$ cat config.mk
export PLATFORM = sky130hd
export DESIGN_NAME = mem_port_arbiter
export DESIGN_NICKNAME = d
export VERILOG_FILES = /design/src/rtl/mem_port_arbiter.sv
export SDC_FILE = /design/constraint.sdc
export NUM_CORES = 1
export LEC_CHECK = 0
export BUFFER_PORTS_ARGS = -buffer_cell sky130_fd_sc_hd__clkbuf_2
export CAP_MARGIN = 10
export CORE_AREA = 2 2 312 314
export CTS_CLUSTER_SIZE = 14
export DETAILED_ROUTE_END_ITERATION = 8
export DIE_AREA = 0 0 314 316
export PLACE_DENSITY = 0.46
export RECOVER_POWER = 25
export SLEW_MARGIN = 20
export SYNTH_ARGS = -nofsm -noshare
export SYNTH_HDL_FRONTEND = slang
export SYNTH_SLANG_ARGS = --single-unit
$ cat constraint.sdc
create_clock -name clk_i -period 6.2 [get_ports clk_i]
set_clock_uncertainty 0.05 [all_clocks]
set_input_delay 0.31 -clock clk_i [delete_from_list [all_inputs] [get_ports clk_i]]
set_output_delay 0.31 -clock clk_i [all_outputs]
set_load 0.05 [all_outputs]
$ cat src/rtl/mem_port_arbiter.sv
// Two-client cache-line memory arbiter: merges the I-side read port and the D-side
// read/write port onto one external master port, one transaction at a time, round-robin.
module mem_port_arbiter #(
   parameter int XLEN      = 32,
   parameter int CLSIZE    = 128,
   parameter int CNT_WIDTH = 32
) (
   input  logic                 clk_i,
   input  logic                 rst_ni,
   input  logic                 I_strobe_i,
   input  logic [XLEN-1:0]      I_addr_i,
   output logic                 I_done_o,
   output logic [CLSIZE-1:0]    I_data_o,
   input  logic                 D_strobe_i,
   input  logic [XLEN-1:0]      D_addr_i,
   input  logic                 D_rw_i,
   input  logic [CLSIZE-1:0]    D_data_i,
   output logic                 D_done_o,
   output logic [CLSIZE-1:0]    D_data_o,
   output logic                 M_strobe_o,
   output logic [XLEN-1:0]      M_addr_o,
   output logic                 M_rw_o,
   output logic [CLSIZE-1:0]    M_data_o,
   input  logic                 M_done_i,
   input  logic [CLSIZE-1:0]    M_data_i,
   output logic                 busy_o,
   output logic [CNT_WIDTH-1:0] i_txn_cnt_o,
   output logic [CNT_WIDTH-1:0] d_txn_cnt_o
);

   localparam int OFF = $clog2(CLSIZE / 8);
   localparam logic [XLEN-1:0] ALIGN_MASK = ~XLEN'((1 << OFF) - 1);

   typedef enum logic [2:0] {IDLE, SERVE_I, SERVE_D, RESP, RELEASE} state_t;

   state_t                state_q, state_d;
   logic                  last_d_q;
   logic                  gnt_d_q;
   logic                  rw_q;
   logic                  m_strobe_q;
   logic                  i_done_q;
   logic                  d_done_q;
   logic                  busy_q;
   logic [CNT_WIDTH-1:0]  i_cnt_q;
   logic [CNT_WIDTH-1:0]  d_cnt_q;
   logic [XLEN-1:0]       addr_q;
   logic [CLSIZE-1:0]     wdata_q;
   logic [CLSIZE-1:0]     rdata_q;
   logic                  take;
   logic                  grant_d;
   logic                  serving;

   function automatic logic [CNT_WIDTH-1:0] sat_inc(input logic [CNT_WIDTH-1:0] v);
      return (&v) ? v : v + CNT_WIDTH'(1);
   endfunction

   assign serving = (state_q == SERVE_I) || (state_q == SERVE_D);

   always_comb begin
      state_d = state_q;
      take    = 1'b0;
      grant_d = 1'b0;
      case (state_q)
         IDLE: begin
            // On a tie the client that was not served last wins
            if (I_strobe_i && D_strobe_i) begin
               take    = 1'b1;
               grant_d = ~last_d_q;
            end else if (I_strobe_i) begin
               take    = 1'b1;
               grant_d = 1'b0;
            end else if (D_strobe_i) begin
               take    = 1'b1;
               grant_d = 1'b1;
            end
            if (take) state_d = grant_d ? SERVE_D : SERVE_I;
         end
         SERVE_I, SERVE_D: if (M_done_i) state_d = RESP;
         RESP:             state_d = RELEASE;
         RELEASE:          state_d = IDLE;
         default:          state_d = IDLE;
      endcase
   end

   always_ff @(posedge clk_i or negedge rst_ni) begin
      if (!rst_ni) begin
         state_q    <= IDLE;
         last_d_q   <= 1'b0;
         gnt_d_q    <= 1'b0;
         rw_q       <= 1'b0;
         m_strobe_q <= 1'b0;
         i_done_q   <= 1'b0;
         d_done_q   <= 1'b0;
         busy_q     <= 1'b0;
         i_cnt_q    <= '0;
         d_cnt_q    <= '0;
      end else begin
         state_q    <= state_d;
         m_strobe_q <= (state_d == SERVE_I) || (state_d == SERVE_D);
         i_done_q   <= (state_d == RESP) && !gnt_d_q;
         d_done_q   <= (state_d == RESP) &&  gnt_d_q;
         busy_q     <= (state_d != IDLE);
         if (take) begin
            gnt_d_q <= grant_d;
            rw_q    <= grant_d & D_rw_i;
         end
         if (state_q == RESP) begin
            last_d_q <= gnt_d_q;
            if (gnt_d_q) d_cnt_q <= sat_inc(d_cnt_q);
            else         i_cnt_q <= sat_inc(i_cnt_q);
         end
      end
   end

   // Request/response line storage; outputs are gated by the control flops
   always_ff @(posedge clk_i) begin
      if (take) begin
         addr_q  <= (grant_d ? D_addr_i : I_addr_i) & ALIGN_MASK;
         wdata_q <= (grant_d && D_rw_i) ? D_data_i : '0;
      end
      if (serving && M_done_i) rdata_q <= M_data_i;
   end

   assign M_strobe_o  = m_strobe_q;
   assign M_addr_o    = m_strobe_q ? addr_q : '0;
   assign M_rw_o      = m_strobe_q & rw_q;
   assign M_data_o    = (m_strobe_q && rw_q) ? wdata_q : '0;
   assign I_done_o    = i_done_q;
   assign D_done_o    = d_done_q;
   assign I_data_o    = i_done_q ? rdata_q : '0;
   assign D_data_o    = (d_done_q && !rw_q) ? rdata_q : '0;
   assign busy_o      = busy_q;
   assign i_txn_cnt_o = i_cnt_q;
   assign d_txn_cnt_o = d_cnt_q;

endmodule

==> flow_summary.json, run 1 <==
{
  "drtAntennaViolNets": 0,
  "ys.flop_type": "edfxtp_1",
  "firstDrtPassIters": 5,
  "synthArstFlopShare_pct": 20.7,
  "synth_top_area_share_pct": 53.2,
  "syn_inst": 1265,
  "grt_max_degree": 147,
  "remaining_drc_errors": 0,
  "synthDistinctLibCells": 43,
  "std_cell_rows": 114,
  "fin_crit_sh_pct": 62.5,
  "clk_pin_slew_worst_paths_ns": 0.06,
  "tightest_slew_ns": 2.30,
  "dp_cells": 3267,
  "sw_frac_of_total_pct": 45.1,
  "p_int_mw": 6.28,
  "synth_enable_flop_cells": 284,
  "ios": 811,
  "synth.avg_cell_area_um2": 12.7,
  "final_cells": 3658,
  "htree_levels": 2,
  "vias_per_cell": 3.75,
  "period_minus_slack_ns": 3.87,
  "final_area_um2": 25900,
  "critPathMaxFanout": 42,
  "die_area_um2": 99200,
  "fill_cells": 10200,
  "num_vias": 13735,
  "max_clock_freq_mhz": 258,
  "hpwlAfterDp_um": 49700,
  "setup_tns_ns": 0,
  "drt_wl_total_um": 67000,
  "ys_ff_latch": 358,
  "regArea_um2": 10400,
  "layout.nets": 2667,
  "reg2reg_from": "state_q[0]$_DFF_PN0_",
  "cts_max_path_buffers": 3,
  "postCtsSetupBuffers": 0,
  "crit_type": "in -> async",
  "clk-insertion-delay-late_ns": 0.58,
  "arrival_ns": 3.91,
  "wl_per_cell_um": 18.3,
  "rrSetupSlack_ns": 2.53,
  "initial_core_util_pct": 16.7,
  "clock_sinks": 358,
  "setup_ws_ns": 2.33,
  "slew_violations": 108,
  "gr-total-overflow": 0,
  "tritoncts": "built",
  "dpl_cell_area_um2": 21400,
  "pre_cts_ws_ns": 3.01,
  "power.share.clock_pct": 25.4,
  "multiInputGateArea_um2": 5290,
  "die_y_um": 316,
  "synth_top_cell_by_area": "edfxtp_1",
  "min_path_type": "in -> reg",
  "antenna_found_initial": 15,
  "power_leakage_nw": 11.7,
  "rsz0062_at_grt": "no",
  "core_um2": 96000,
  "yosysSeqAreaShare_pct": 64.8,
  "cp.required_ns": 6.24,
  "area_growth_pct": 61.7,
  "finalWeightedCongestion": 0.804,
  "p_seq_share_pct": 34.0,
  "die_w_um": 314,
  "timing.critical_path.from": "rst_ni",
  "drive_above_1_share_pct": 35.4,
  "clockRootBuffer": "clkbuf_16",
  "synthTopCellsByArea": "edfxtp_1 (53%), and2_1 (16%), dfrtp_1 (12%), and3_1 (5.0%), mux2_2 (2.1%)",
  "maxCapViolations": 3,
  "numPortBuffers": 798,
  "grt_pass1_vias": 13732,
  "r2r_end": "addr_q[16]$_DFFE_PP_",
  "rr_worst_depth": 5,
  "power.density_nw_per_um2": 441,
  "irDropWorstVdd_mv": 0.267,
  "grt_usage_pct": 12.7,
  "slew_headroom_pct": -53.2,
  "final_cell_mix": "clkbuf_2 (715), and2_1 (412), dlygate4sd3_1 (300)",
  "netlist_area_um2": 16000,
  "hold_path_depth": 2,
  "failed_checks": "max-capacitance violations, max-slew violations",
  "switchingPower_mw": 5.16,
  "cts_made_buffers": 45,
  "end_kind": "asynchronous set/reset pin",
  "combPwrFrac_pct": 40.7,
  "grt_pass1_wl_um": 93400,
  "critPathCapture": "M_strobe_o$_DFF_PN0_",
  "setup_violations": 0,
  "outcome": "complete, but fails checks",
  "start_kind": "input port",
  "yosysWarnings": 0,
  "drt_iter0_markers": 772,
  "hold_viol_final": 0,
  "layout_commonest_cell": "clkbuf_2"
}
how the worst min path moves through the flow:
stage                                             to           startpoint  slack, ns
after floorplan                   D_done_o$_DFF_PN0_               rst_ni      -0.04
after global placement            I_done_o$_DFF_PN0_  gnt_d_q$_DFFE_PN0P_       0.42
after detailed placement          I_done_o$_DFF_PN0_  gnt_d_q$_DFFE_PN0P_       0.42
after CTS                 wdata_q[120]$_SDFFCE_PN0P_        D_data_i[120]      0.003
after global routing      wdata_q[120]$_SDFFCE_PN0P_        D_data_i[120]       0.04
final                            addr_q[6]$_DFFE_PP_          D_addr_i[6]       0.06
layer usage:
layer | global-route usage, % | share of wire [%]
met3 | 3.35 | 7.3
met1 | 16.1 | 42
met2 | 21.0 | 48
met5 | 0 | 0.098
met4 | 4.35 | 2.9
cells by family (layout without fill, tap and decap cells):
kind of cell               after synthesis  after routing  synth area share (%)
DFF                                    358            358                  64.8
other                                    1             11                0.0234
adders and majority gates                2              2                 0.156
and+or+nand+nor                        704            704                  26.7
buffers and inverters                   96           1203                  2.35
AOI/OAI and AO/OA                       11             11                 0.492
xor gates and xnor gates                63             63                  3.44
muxes                                   30             30                  2.11
cell usage after synthesis (2+ instances only):
cell type,count
inv_1,13
nand4_2,2
buf_4,4
nand3b_1,2
nand3_1,27
nor4_1,5
xnor2_1,32
nor3_2,3
edfxtp_1,284
and3_1,129
ha_1,2
a21oi_1,2
o21ai_0,2
or4_1,3
clkbuf_1,75
nand4b_1,3
nor2_1,35
a31oi_1,2
nand2_1,27
xor2_1,31
nand2b_1,2
nor4_2,2
and4_1,3
dfrtp_1,74
and2_1,414
nand4_1,26
buf_1,3
nor3_1,14
mux2_2,30
worst max-delay path: stages:
cell and delay, ns:
dlygate4sd3_1 0.52, clkbuf_1 1.63, clkbuf_1 1.41
repair_timing:
| action | in CTS | in global routing |
|---|---|---|
| gates resized for setup | 0 | 0 |
| hold endpoints to repair | 348 | 0 |
| hold buffers | 300 | 0 |
registers in the layout (all words and copies together), names as in the netlist:
name and cells:
gnt_d_q 1, I_done_o 1, D_done_o 1, rdata_q 128, rw_q 1, last_d_q 1
i_txn_cnt_o 32, d_txn_cnt_o 32, state_q 3, M_strobe_o 1, busy_o 1, wdata_q 128
addr_q 28
power by group through the flow:
stage               registers (mW)  clock network (mW)  logic (mW)
detailed placement            3.94                   0        4.54
CTS                           3.89                3.02        4.74
global route                  3.97                3.09        4.91
floorplan                     3.82                   0        3.26
finish                        3.88                2.90        4.65
global placement              3.92                   0        4.56
metrics by stage:
step	hold slack, ns	utilization, %	power, mW
3_5_place_dp	0.416	22.3	8.47
3_3_place_gp	0.417	22.3	8.48
5_1_grt	0.0374	27.0	12.0
4_1_cts	0.00346	27.1	11.7
2_1_floorplan	-0.0356	-	7.09
6_report	0.0596	27.0	11.4
layout make-up:
| class | instances | area share (%) |
|---|---|---|
| inverters | 13 | 0.212 |
| diodes | 7 | 0.0676 |
| well taps | 1276 | 6.16 |
| clock inverters | 34 | 1.63 |
| repair buffers | 1107 | 26.9 |
| flip-flops and latches | 358 | 40.1 |
| clock buffers | 49 | 4.57 |
| multi-input cells | 814 | 20.4 |
(Power assumes the default switching activity.)
==> run 2, diff against run 1 <==
clock period = 3.7 ns   (was 6.2 ns; I/O delays follow)
==> run 2 against run 1 <==
Effect of this change: wire length grew 1.3%; the run still ends with max-capacitance violations, max-slew violations left; non-clock buffer count rose by 43; worst setup slack got worse by 1.9 ns; combinational power increased by 79%; highest routed layer unchanged; register-to-register slack lost 2.1 ns.
==> flow_summary.json, run 2 (synthesis gave the netlist of run 1 again) <==
{
  "start_kind": "flip-flop",
  "vias_per_cell": 3.75,
  "hold_viol_final": 0,
  "outcome": "complete, but fails checks",
  "die_area_um2": 99200,
  "fin_crit_sh_pct": 87.2,
  "clock_sinks": 358,
  "drt_iter0_markers": 640,
  "hpwlAfterDp_um": 50900,
  "holdWs_ns": 0.0634,
  "max_clock_freq_mhz": 310,
  "numPortBuffers": 798,
  "final_cell_mix": "clkbuf_2 (721), and2_1 (407), dlygate4sd3_1 (317)",
  "grt_pass1_wl_um": 94600,
  "die_y_um": 316,
  "reg2reg_from": "state_q[0]$_DFF_PN0_",
  "min_path_type": "in -> reg",
  "critPathMaxFanout": 30,
  "power_leakage_nw": 11.9,
  "end_kind": "flip-flop",
  "num_vias": 13880,
  "clk-insertion-delay-late_ns": 0.61,
  "slew_headroom_pct": -18.9,
  "hold_path_depth": 3,
  "rrSetupSlack_ns": 0.47,
  "antenna_found_initial": 16,
  "core_um2": 96000,
  "multiInputGateArea_um2": 5270,
  "fill_cells": 10165,
  "remaining_drc_errors": 0,
  "p_seq_share_pct": 32.8,
  "crit_type": "reg -> reg",
  "regArea_um2": 10400,
  "final_core_util_pct": 27.4,
  "failed_checks": "max-capacitance violations, max-slew violations",
  "layout.nets": 2713,
  "slew_violations": 46,
  "r2r_end": "addr_q[26]$_DFFE_PP_",
  "htree_levels": 2,
  "cts_made_buffers": 48,
  "drive_above_1_share_pct": 35.9,
  "drtAntennaViolNets": 0,
  "maxCapViolations": 2,
  "grt_max_degree": 130,
  "cp.required_ns": 3.97,
  "p_int_mw": 10.5,
  "power.density_nw_per_um2": 731,
  "period_minus_slack_ns": 3.23,
  "rsz0062_at_grt": "no",
  "setup_ws_ns": 0.473,
  "min_from": "D_strobe_i",
  "min_to": "rw_q$_DFFE_PN0P_",
  "clk_pin_slew_worst_paths_ns": 0.06,
  "post_cts_resized": 0,
  "irDropWorstVdd_mv": 0.464,
  "arrival_ns": 3.50,
  "wl_per_cell_um": 18.3,
  "cts_max_path_buffers": 3,
  "setup_tns_ns": 0,
  "tightest_slew_ns": 1.78,
  "timing.critical_path.from": "state_q[0]$_DFF_PN0_",
  "clockRootBuffer": "clkbuf_16",
  "ios": 811,
  "combPwrFrac_pct": 43.3,
  "pre_cts_ws_ns": 1.17,
  "setup_violations": 0,
  "rr_worst_depth": 5,
  "gr-total-overflow": 0,
  "area_growth_pct": 64.2,
  "switchingPower_mw": 8.78,
  "layout_commonest_cell": "clkbuf_2",
  "drt_wl_total_um": 67900,
  "initial_core_util_pct": 16.7,
  "power.share.clock_pct": 24.0,
  "grt_usage_pct": 12.9,
  "postCtsSetupBuffers": 0,
  "largestRegisters": "rdata_q x128, wdata_q x128",
  "finalWeightedCongestion": 0.832,
  "dp_cells": 3294,
  "final_cells": 3702,
  "grt_pass1_vias": 14066,
  "firstDrtPassIters": 4,
  "sw_frac_of_total_pct": 45.6,
  "tritoncts": "built",
  "std_cell_rows": 114,
  "die_w_um": 314
}
## run 2: layer usage
metal	up-vias	wire length, µm	global-route usage, %	share of wire, %
li1	6622	-	-	-
met1	6616	27100	14.9	40
met2	503	34000	22.9	50
met3	127	4600	3.59	6.8
met4	12	2090	4.76	3.1
met5	-	80	0	0.12
## run 2: critical path, stage by stage, from the launching register on
cell	delay [ns]
dfrtp_1	0.45
nor3_1	0.31
nand3_2	0.20
clkbuf_2	0.71
mux2_2	0.58
dlygate4sd3_1	0.63
## run 2: what timing repair did
| action | CTS | global route |
|---|---|---|
| hold buffers | 317 | 0 |
| endpoints found under the hold margin | 333 | 0 |
| endpoints found under the setup margin | 0 | 0 |
## run 2: worst max-delay path by stage
stage	end	cells after the start
2_1_floorplan	addr_q[10]$_DFFE_PP_	3
3_3_place_gp	wdata_q[62]$_SDFFCE_PN0P_	4
3_5_place_dp	addr_q[6]$_DFFE_PP_	4
4_1_cts	M_data_o[91]	4
5_1_grt	addr_q[26]$_DFFE_PP_	5
6_report	addr_q[26]$_DFFE_PP_	5
## run 2: layout make-up
class	count	area share, %
Antenna cell	1	0.00951
Clock buffer	68	5.16
Inverter	13	0.214
Sequential cell	358	39.5
Timing Repair Buffer	1150	28.4
Multi-Input combinational cell	814	20.0
Clock inverter	22	0.689
Tap cell	1276	6.06
## run 2: power groups by stage
stage          Clock (mW)  Sequential (mW)  Combinational [mW]
5_1_grt              4.93             6.44                8.81
2_1_floorplan           0             6.34                5.48
3_3_place_gp            0             6.38                8.10
3_5_place_dp            0             6.39                8.08
6_report             4.61             6.31                8.33
4_1_cts              4.80             6.32                8.47
## run 2: per-stage QoR
step | total power [mW] | instance area, µm²
floorplan | 11.8 | 16000
global placement | 14.5 | 21700
detailed placement | 14.5 | 21700
CTS | 19.6 | 26500
global route | 20.2 | 26300
finish | 19.2 | 26300
